--- src/rtl/output_serializer_pkg.sv ---
// Shared constants for the output serializer: FSM encodings, default geometry
// and a small width helper used by the serializer and its interface.
`ifndef OUTPUT_SERIALIZER_PKG_SV
`define OUTPUT_SERIALIZER_PKG_SV

package output_serializer_pkg;

  typedef enum logic [0:0] {
    S_IDLE = 1'b0,
    S_SEND = 1'b1
  } ser_state_t;

  localparam int DEF_DATA_WIDTH    = 4;
  localparam int DEF_WORDS_PER_BUS = 4;
  localparam int DEF_FIFO_DEPTH    = 4;

  // Index width that stays at least one bit even for a single-lane word.
  function automatic int width_min1(input int n);
    return (n > 1) ? $clog2(n) : 1;
  endfunction

endpackage

`endif

--- src/rtl/output_serializer_if.sv ---
// Bus bundle between the upstream data selector, the serializer and the
// downstream nibble consumer.
interface output_serializer_if #(
  parameter int DATA_WIDTH    = 4,
  parameter int WORDS_PER_BUS = 4,
  parameter int FIFO_DEPTH    = 4
);
  localparam int W  = DATA_WIDTH * WORDS_PER_BUS;
  localparam int CW = $clog2(FIFO_DEPTH + 1);

  // Upstream pushes a word whenever data_in_valid=1 (no ready; wBusy is an
  // early-warning backpressure hint). Downstream transfers a nibble on every
  // rising edge where nibble_valid=1 and nibble_ready=1; while nibble_valid=1
  // and nibble_ready=0, nibble_out and word_last hold stable.
  logic [W-1:0]          data_in;
  logic                  data_in_valid;
  logic                  wBusy;
  logic [DATA_WIDTH-1:0] nibble_out;
  logic                  nibble_valid;
  logic                  nibble_ready;
  logic                  word_last;
  logic                  overflow;
  logic [CW-1:0]         count;

  modport master (
    output data_in, data_in_valid, nibble_ready,
    input  wBusy, nibble_out, nibble_valid, word_last, overflow, count
  );

  modport slave (
    input  data_in, data_in_valid, nibble_ready,
    output wBusy, nibble_out, nibble_valid, word_last, overflow, count
  );

endinterface

--- src/rtl/output_serializer_fifo.sv ---
// sync_word_fifo: single-clock word FIFO with occupancy count; full/empty are
// decoded from the count so wrapped pointers never alias.
module sync_word_fifo #(
  parameter int WIDTH = 16,
  parameter int DEPTH = 4
) (
  input  logic                       clk,
  input  logic                       rst,
  input  logic                       wr_en,
  input  logic [WIDTH-1:0]           wr_data,
  input  logic                       rd_en,
  output logic [WIDTH-1:0]           rd_data,
  output logic [$clog2(DEPTH+1)-1:0] count,
  output logic                       full,
  output logic                       empty
);
  localparam int CW = $clog2(DEPTH + 1);
  localparam int AW = (DEPTH > 1) ? $clog2(DEPTH) : 1;

  logic [WIDTH-1:0] mem [DEPTH];
  logic [AW-1:0]    wr_ptr;
  logic [AW-1:0]    rd_ptr;
  logic             wr_acc;
  logic             rd_acc;

  assign full    = (count == CW'(DEPTH));
  assign empty   = (count == '0);
  assign rd_acc  = rd_en && !empty;
  // A full FIFO still takes a write when the head leaves in the same cycle.
  assign wr_acc  = wr_en && (!full || rd_acc);
  assign rd_data = mem[rd_ptr];

  always_ff @(posedge clk or negedge rst) begin
    if (!rst) begin
      wr_ptr <= '0;
      rd_ptr <= '0;
      count  <= '0;
    end else begin
      if (wr_acc) wr_ptr <= wr_ptr + 1'b1;
      if (rd_acc) rd_ptr <= rd_ptr + 1'b1;
      if (wr_acc && !rd_acc)      count <= count + 1'b1;
      else if (!wr_acc && rd_acc) count <= count - 1'b1;
    end
  end

  always_ff @(posedge clk) begin
    if (wr_acc) mem[wr_ptr] <= wr_data;
  end

endmodule

--- src/rtl/output_serializer.sv ---
// Buffers upstream words in a small FIFO and streams each one out LSB lane
// first, back-to-back across words, with a sticky overflow flag.
module output_serializer
  import output_serializer_pkg::*;
#(
  parameter int DATA_WIDTH    = DEF_DATA_WIDTH,
  parameter int WORDS_PER_BUS = DEF_WORDS_PER_BUS,
  parameter int FIFO_DEPTH    = DEF_FIFO_DEPTH
) (
  input  logic                clk,
  input  logic                rst,
  output_serializer_if.slave  bus,
  output ser_state_t          dbg_state
);
  localparam int W  = DATA_WIDTH * WORDS_PER_BUS;
  localparam int CW = $clog2(FIFO_DEPTH + 1);
  localparam int IW = width_min1(WORDS_PER_BUS);
  localparam logic [IW-1:0] LAST_IDX = IW'(WORDS_PER_BUS - 1);

  ser_state_t            state;
  logic [W-1:0]          shift_reg;
  logic [W-1:0]          head;
  logic [IW-1:0]         index;
  logic [IW-1:0]         next_index;
  logic [CW-1:0]         fifo_count;
  logic                  fifo_full;
  logic                  fifo_empty;
  logic                  lane_last;
  logic                  pop;
  logic                  drop;
  logic [DATA_WIDTH-1:0] nibble_q;
  logic                  valid_q;
  logic                  last_q;
  logic                  overflow_q;

  assign lane_last  = (index == LAST_IDX);
  assign next_index = index + 1'b1;

  // Pop from IDLE, or exactly when the final lane is handed off, so words
  // follow each other without a bubble.
  assign pop  = !fifo_empty &&
                ((state == S_IDLE) ||
                 (state == S_SEND && bus.nibble_ready && lane_last));
  assign drop = bus.data_in_valid && fifo_full && !pop;

  sync_word_fifo #(
    .WIDTH (W),
    .DEPTH (FIFO_DEPTH)
  ) u_fifo (
    .clk     (clk),
    .rst     (rst),
    .wr_en   (bus.data_in_valid),
    .wr_data (bus.data_in),
    .rd_en   (pop),
    .rd_data (head),
    .count   (fifo_count),
    .full    (fifo_full),
    .empty   (fifo_empty)
  );

  always_ff @(posedge clk or negedge rst) begin
    if (!rst) begin
      state      <= S_IDLE;
      shift_reg  <= '0;
      index      <= '0;
      nibble_q   <= '0;
      valid_q    <= 1'b0;
      last_q     <= 1'b0;
      overflow_q <= 1'b0;
    end else begin
      if (drop) overflow_q <= 1'b1;

      if (pop) begin
        state     <= S_SEND;
        shift_reg <= head;
        index     <= '0;
        nibble_q  <= head[DATA_WIDTH-1:0];
        valid_q   <= 1'b1;
        last_q    <= (LAST_IDX == '0);
      end else if (state == S_SEND && bus.nibble_ready) begin
        if (lane_last) begin
          state   <= S_IDLE;
          valid_q <= 1'b0;
          last_q  <= 1'b0;
        end else begin
          index    <= next_index;
          nibble_q <= shift_reg[next_index*DATA_WIDTH +: DATA_WIDTH];
          last_q   <= (next_index == LAST_IDX);
        end
      end
    end
  end

  // One slot of headroom covers the word already in the upstream register.
  assign bus.wBusy        = (fifo_count >= CW'(FIFO_DEPTH - 1));
  assign bus.count        = fifo_count;
  assign bus.nibble_out   = nibble_q;
  assign bus.nibble_valid = valid_q;
  assign bus.word_last    = last_q;
  assign bus.overflow     = overflow_q;
  assign dbg_state        = state;

endmodule

--- src/flat_wrapper.sv ---
// flat-port wrapper written by rule: the top's interface ports become plain ports
module output_serializer_flat import output_serializer_pkg::*;
#(
  parameter int DATA_WIDTH    = DEF_DATA_WIDTH,
  parameter int WORDS_PER_BUS = DEF_WORDS_PER_BUS,
  parameter int FIFO_DEPTH    = DEF_FIFO_DEPTH
)
  (clk, rst, dbg_state, bus_data_in, bus_data_in_valid, bus_nibble_ready, bus_wBusy, bus_nibble_out, bus_nibble_valid, bus_word_last, bus_overflow, bus_count);
  output_serializer_if #(.DATA_WIDTH(DATA_WIDTH), .WORDS_PER_BUS(WORDS_PER_BUS), .FIFO_DEPTH(FIFO_DEPTH)) bus_i ();
  input  logic clk;
  input  logic rst;
  output ser_state_t dbg_state;
  input wire logic [$bits(bus_i.data_in)-1:0] bus_data_in;
  input wire logic [$bits(bus_i.data_in_valid)-1:0] bus_data_in_valid;
  input wire logic [$bits(bus_i.nibble_ready)-1:0] bus_nibble_ready;
  output wire logic [$bits(bus_i.wBusy)-1:0] bus_wBusy;
  output wire logic [$bits(bus_i.nibble_out)-1:0] bus_nibble_out;
  output wire logic [$bits(bus_i.nibble_valid)-1:0] bus_nibble_valid;
  output wire logic [$bits(bus_i.word_last)-1:0] bus_word_last;
  output wire logic [$bits(bus_i.overflow)-1:0] bus_overflow;
  output wire logic [$bits(bus_i.count)-1:0] bus_count;
  assign bus_i.data_in = bus_data_in;
  assign bus_i.data_in_valid = bus_data_in_valid;
  assign bus_i.nibble_ready = bus_nibble_ready;
  assign bus_wBusy = bus_i.wBusy;
  assign bus_nibble_out = bus_i.nibble_out;
  assign bus_nibble_valid = bus_i.nibble_valid;
  assign bus_word_last = bus_i.word_last;
  assign bus_overflow = bus_i.overflow;
  assign bus_count = bus_i.count;
  output_serializer #(.DATA_WIDTH(DATA_WIDTH), .WORDS_PER_BUS(WORDS_PER_BUS), .FIFO_DEPTH(FIFO_DEPTH)) u_core (.clk(clk), .rst(rst), .bus(bus_i), .dbg_state(dbg_state));
endmodule
--- config.mk ---
export PLATFORM = sky130hd
export DESIGN_NAME = output_serializer_flat
export DESIGN_NICKNAME = d
export VERILOG_FILES = /design/src/rtl/output_serializer_pkg.sv /design/src/rtl/output_serializer_if.sv /design/src/rtl/output_serializer_fifo.sv /design/src/rtl/output_serializer.sv /design/src/flat_wrapper.sv
export SDC_FILE = /design/constraint.sdc
export NUM_CORES = 1
export LEC_CHECK = 0
export CORE_UTILIZATION = 23
export CTS_CLUSTER_SIZE = 20
export DETAILED_ROUTE_END_ITERATION = 12
export PLACE_DENSITY = 0.35
export SYNTH_ARGS = -nofsm -noshare
export SYNTH_HDL_FRONTEND = slang
export SYNTH_HIERARCHICAL = 1
export SYNTH_SLANG_ARGS = --single-unit
--- constraint.sdc ---
create_clock -name clk -period 4.1 [get_ports clk]
set_input_delay 0.82 -clock clk [delete_from_list [all_inputs] [get_ports clk]]
set_output_delay 0.82 -clock clk [all_outputs]
set_load 0.01 [all_outputs]
# Word level (Yosys, flattened, before mapping)
# Memory sizes are Yosys's and may differ from the RTL's.
# Cells that the tools add are included.
# word_totals
reg_bits,32
latch_bits,0
mem_bits_rw,64
romBits,0
input_bits,20
output_inout_bits,12
word_cells,60
n_memories,1
# classes
addsub,5
n_mul,0
n_div,0
n_lt_le_gt_ge,1
n_eq_ne,4
n_shift,1
mux,16
bitwise_logic,1
n_reduce_logical,22
# memory_table
name,words,word_bits,rd,rd_ports_with_merged_regs,write_ports,line,source
u_core.u_fifo.mem,4,16,1,0,1,output_serializer_fifo.sv:20,logic [WIDTH-1:0] mem [DEPTH];
# ops
operator,count
variable part select 16 x 5 -> 4 bit,1
2-to-1 mux 4 bit,3
logical AND 1 bit,9
2-to-1 mux 1 bit,8
adder 2 x 1 -> 2 bit (second input constant),3
2-to-1 mux 2 bit,3
2-to-1 mux 3 bit,2
nonzero test 2 bit,3
zero test 1 bit,5
== test 2 bit (second input constant),2
AND reduction 2 bit,2
adder 3 x 1 -> 3 bit (second input constant),1
== test 3 bit (second input constant),1
>= comparator 3 x 2 -> 1 bit (second input constant),1
zero test 3 bit,1
subtractor 3 x 1 -> 3 bit (second input constant),1
logical OR 1 bit,2
inequality test 2 bit (second input constant),1
NOT 1 bit,1

# Longest topological paths before layout
# logic_depth
ltp_word,11
mapped_depth,12

# Modules after synthesis
# Netlist, hierarchy kept.
# by_module_without_submodules
mod,instances,cells_per_inst,area_per_inst_um2,seq_area_each_um2
sync_word_fifo,1,119,2778.9,2097.0
output_serializer,1,79,1141.1,625.6

# Worst setup path after synthesis
# No wires, ideal clock.
# synth_timing
kind,input to register
startpoint,in bus_nibble_ready
endpoint,reg u_core.u_fifo.count[2]
arrival_time_ps,2628
t_required_ps,4021
path_slack_ps,1393
path_stages,11
cell_sequence,a21boi_0 nor2_1 buf_2 inv_1 a21boi_2 ha_1 inv_1 fa_1 xor2_1 nor2_1 xor2_1
# synth_between
elab_chain_cells,10
# synth_lines
item,line,source
"start, declared",flat_wrapper.sv:15,input wire logic [$bits(bus_i.nibble_ready)-1:0] bus_nibble_ready;
logical AND 1 bit * (2 in series),output_serializer.sv:43,(state == S_SEND && bus.nibble_ready && lane_last));
logical OR 1 bit *,output_serializer.sv:42,((state == S_IDLE) ||
logical AND 1 bit *,output_serializer.sv:41,assign pop = !fifo_empty &&
via u_core.pop,output_serializer.sv:29,logic pop;
logical AND 1 bit *,output_serializer_fifo.sv:28,assign rd_acc = rd_en && !empty;
logical OR 1 bit *,output_serializer_fifo.sv:30,assign wr_acc = wr_en && (!full || rd_acc);
logical AND 1 bit *,output_serializer_fifo.sv:30,
via u_core.u_fifo.wr_acc,output_serializer_fifo.sv:23,logic wr_acc;
zero test 1 bit,output_serializer_fifo.sv:42,else if (!wr_acc && rd_acc) count <= count - 1'b1;
logical AND 1 bit,output_serializer_fifo.sv:42,
nonzero test 2 bit (no line),-,
"end signal, assigned",output_serializer_fifo.sv:41,if (wr_acc && !rd_acc) count <= count + 1'b1;
"end signal, assigned",output_serializer_fifo.sv:42,
"end, declared",output_serializer_fifo.sv:13,"output logic [$clog2(DEPTH+1)-1:0] count,"
# Mark *: on every way through the listed nets, which the timed path passes. The rest lies on a longest branch.
# A chain may end at the register's enable or synchronous reset.

# Final worst setup path
# layout_timing
startpoint,in bus_nibble_ready
endpoint,reg u_core.u_fifo.count[2]
# layout_between
elab_chain_cells,10
# layout_lines
item,line
logical AND 1 bit * (2 in series),output_serializer.sv:43
logical OR 1 bit *,output_serializer.sv:42
logical AND 1 bit *,output_serializer.sv:41
logical AND 1 bit *,output_serializer_fifo.sv:28
logical OR 1 bit *,output_serializer_fifo.sv:30
logical AND 1 bit *,output_serializer_fifo.sv:30
via u_core.u_fifo.wr_acc,output_serializer_fifo.sv:23
zero test 1 bit,output_serializer_fifo.sv:42
logical AND 1 bit,output_serializer_fifo.sv:42
nonzero test 2 bit (no line),-
# Marked as above.

==> results by group <==
Status
  • Status: completed

Flow run
  • MaxCap Viol Count: 0

Placed design
  • PortBufs: 31
  • Placed cell area: approximately 4500 sq um
  • Placer's final routability congestion estimate: 0.658
  • Post-DP HPWL: just over 5000 um
  • Placed Instances: about 450

Floorplanning
  • Die area: about 18,000 sq um
  • Cell row count: between 40 and 50
  • Die height: about 130 um
  • Core Area: ~17,000 sq um
  • Io pins: 32
  • Initial Utilization: 23.6%
  • Die X: between 100 and 150 um

GRT
  • Grt ovf: 0
  • Initial antenna violation count: 0
  • Total GRT Usage: 10.2%
  • First-pass GRT wire length: around 13,000 um
  • Largest net degree at the start of global routing: 33
  • Number of global-route vias before repair: between 1,500 and 2,000

Synth
  • Compound-gate portion of the synthesized area: 2.81%
  • Mean post-synth cell area: approximately 20 sq um
  • Netlist cell types: 30
  • Sequential area share after synthesis: 69.5%
  • Flops & latches, synth: 96
  • Synth warn: 6
  • Area contributors post-synth: edfxtp_1 (49%), dfrtp_1 (20%), mux4_2 (6.9%), mux2_2 (5.5%), mux4_1 (5.4%)
  • Mapped cell area: between 3000 and 4000 sq um
  • Post-synth top area share: 49.0%
  • Mux contribution to synthesized area: 17.7%
  • Largest family of logic cells by synthesized area: multiplexers
  • XOR/XNOR Fraction of Synth Area: approximately 1.3%
  • Syn Inst Count: 198
  • Adder-Cell Fraction of Synth Area: under 10%
  • Mapped Nets: ~230
  • Synth area leader: edfxtp_1
  • Simple-Gate Fraction of Synth Area: under 10%

Worst setup path
  • Critical Path Fanout Max: 9
  • Crit. End Element: flop
  • Critical Path RT: ~4.4 ns
  • Crit Path Class: input port to flop
  • Worst setup SP type: input port
  • Worst EP arrival: about 3.3 ns

Finish
  • Nets@finish: approximately 270
  • Max reg flops: 64
  • Fin area: between 4000 and 5000 sq um
  • Fill cells: between 1,500 and 2,000
  • Layout cell share with drive strength beyond 1: 22.9%
  • Ant. Diodes: 0
  • Area growth from synthesis to layout: 22.3%
  • Layout Cells excl Fill: 465

Timing
  • # setup viols final: 0
  • Fin. Hold Viols: 0
  • Post-Route Skew: 0.00742 ns
  • Final Cycle Share: between 70% and 80%
  • RSZ-0062 raised after global routing: no
  • Setup TNS Final: 0 ns
  • Slew @ Worst Pin: 0.879 ns
  • Relative slew slack: 41.4%
  • Slew Viols, Final: 0
  • Tmin final: around 3.0 ns
  • Max frequency: about 330 MHz

Power
  • LEAKAGE: around 0.0017 uW
  • Worst vdd ir: 224 uV
  • Net Sw Frac: between 20 and 30%
  • Sequential group share of total power: 45.7%
  • P_sw: 1020 uW
  • PwrDens: 712 nW/um^2
  • P_int: roughly 2400 uW
  • Comb power frac: approximately 30%
  • Clock power share: ~25%

Drt
  • DRC Markers: 0
  • Drt pass-1 iters: 4
  • Via-per-instance ratio: approximately 4.0
  • DR vias: ~1,800
  • Routed WL: approximately 8000 um
  • Drt wl/cell: approximately 17 um
  • DRT iter0 DRCs: between 70 and 80
  • Routed Antenna Nets: 0

Clock network
  • Clock Path Buffers: 2
  • Setup bufs post-CTS: 0
  • Worst skew pair latency: 0.35 ns
  • Cts hold-fix bufs: 0
  • Clock Sinks: 96
  • CTS tree: done
  • Clock root cell: clkbuf_16
  • Clk pin slew, worst setup/hold paths: ~0.070 ns
  • Total clock buffers created by CTS: 9
  • H-Tree Depth: 3
  • Cts repair resizes: 0

Hold path
  • Worst min-delay path class: flop to flop
-- layout by cell type (no fill, tap or decap), types with 4 or more instances in the layout --
| master | Yosys | layout |
|---|---|---|
| edfxtp_1 | 64 | 64 |
| dfrtp_1 | 32 | 32 |
| clkdlybuf4s50_1 | 0 | 31 |
| mux2_2 | 19 | 19 |
| mux4_2 | 12 | 12 |
| clkbuf_16 | 0 | 9 |
| inv_1 | 8 | 8 |
| and2_1 | 8 | 8 |
| buf_4 | 1 | 8 |
| mux4_1 | 8 | 8 |
| ha_1 | 7 | 7 |
| a221o_1 | 4 | 4 |
| xnor2_1 | 4 | 4 |
-- critical path, cell delays in order --
cell and delay [ns]:
clkdlybuf4s50_1 0.55, a21boi_0 0.15, nor2_2 0.30, inv_1 0.10
a21boi_2 0.30, ha_1 0.24, inv_1 0.06, fa_1 0.37
xor2_1 0.15, nor2_1 0.11, xor2_1 0.14
-- power by group through the flow --
| stage | clock (uW) | sequential, uW | combinational (uW) |
|---|---|---|---|
| after CTS | 880 | 1570 | 1030 |
| after global placement | 0 | 1590 | 1030 |
| final | 844 | 1560 | 1010 |
| after global routing | 908 | 1610 | 1100 |
| after detailed placement | 0 | 1590 | 1030 |
| after floorplan | 0 | 1470 | 748 |
-- cell type report --
class,count,area [sq um],share of cell area (%)
Sequential cell,96,2720,56.8
Timing Repair Buffer,39,370,7.72
Clock inverter,6,68.8,1.43
Inverter,8,30.0,0.626
Tap cell,220,275,5.74
Multi-Input combinational cell,86,1100,22.9
Clock buffer,10,229,4.77
-- routing by layer --
metal	GRT usage (%)	up-vias	routed length, um
li1	-	860	-
met1	13.4	947	3860
met2	15.4	29	3790
met3	3.10	11	238
met4	4.60	0	151
met5	0	-	0
-- Yosys cell counts --
cell      instances
and2_1            8
nor3b_4           1
a21boi_2          1
a21o_1            1
ha_1              7
mux4_2           12
nor2_1            2
nor3_1            1
xor2_1            2
buf_12            1
inv_1             8
o21ai_0           2
a221o_1           4
o21bai_1          1
xnor2_1           4
mux2_2           19
and3b_1           1
mux4_1            8
buf_4             1
nand3_1           1
edfxtp_1         64
fa_1              1
nand2b_1          3
dfrtp_1          32
a21boi_0          1
nand3b_1          2
nand2_1           1
buf_6             2
buf_2             4
a22o_1            3
-- per-stage QoR --
step / hold WS [ns] / total power [uW] / setup WS (ns) / util (%)
6_report: 0.486 / 3410 / 1.09 / 28.9
4_1_cts: 0.494 / 3490 / 1.06 / 28.9
5_1_grt: 0.531 / 3620 / 0.844 / 28.9
3_3_place_gp: 0.487 / 2620 / 0.709 / 27.1
2_1_floorplan: 0.475 / 2220 / 1.39 / -
3_5_place_dp: 0.474 / 2620 / 0.687 / 27.1
-- path summary, 6_finish.rpt --
path / from / endpoint / slack, ns / cells after the start
setup / recovery: bus_nibble_ready / u_core/u_fifo/count[2]$_DFFE_PN0P_ / 1.09 / 11
hold / removal: u_core/bus.overflow$_DFFE_PN0P_ / u_core/bus.overflow$_DFFE_PN0P_ / 0.49 / 1
setup reg to reg: u_core/index[0]$_DFFE_PN0P_ / u_core/u_fifo/count[2]$_DFFE_PN0P_ / 1.32 / 11
hold reg to reg: u_core/bus.overflow$_DFFE_PN0P_ / u_core/bus.overflow$_DFFE_PN0P_ / 0.49 / 1
max in group asynchronous: rst / u_core/u_fifo/wr_ptr[1]$_DFFE_PN0P_ / 2.90 / 2
min in group asynchronous: rst / u_core/bus.nibble_out[2]$_DFFE_PN0P_ / 0.89 / 2
-- logic make-up (layout without fill, tap and decap cells) --
kind of cell | count (synthesis) | after routing
adder cells (fa/ha/maj) | 8 | 8
AND/OR/NAND/NOR | 20 | 20
flip-flops | 96 | 96
AO/OA/AOI/OAI | 13 | 13
buffers and inverters | 16 | 63
XOR/XNOR | 6 | 6
multiplexers | 39 | 39
No activity file was read; power rests on OpenSTA's default activity.
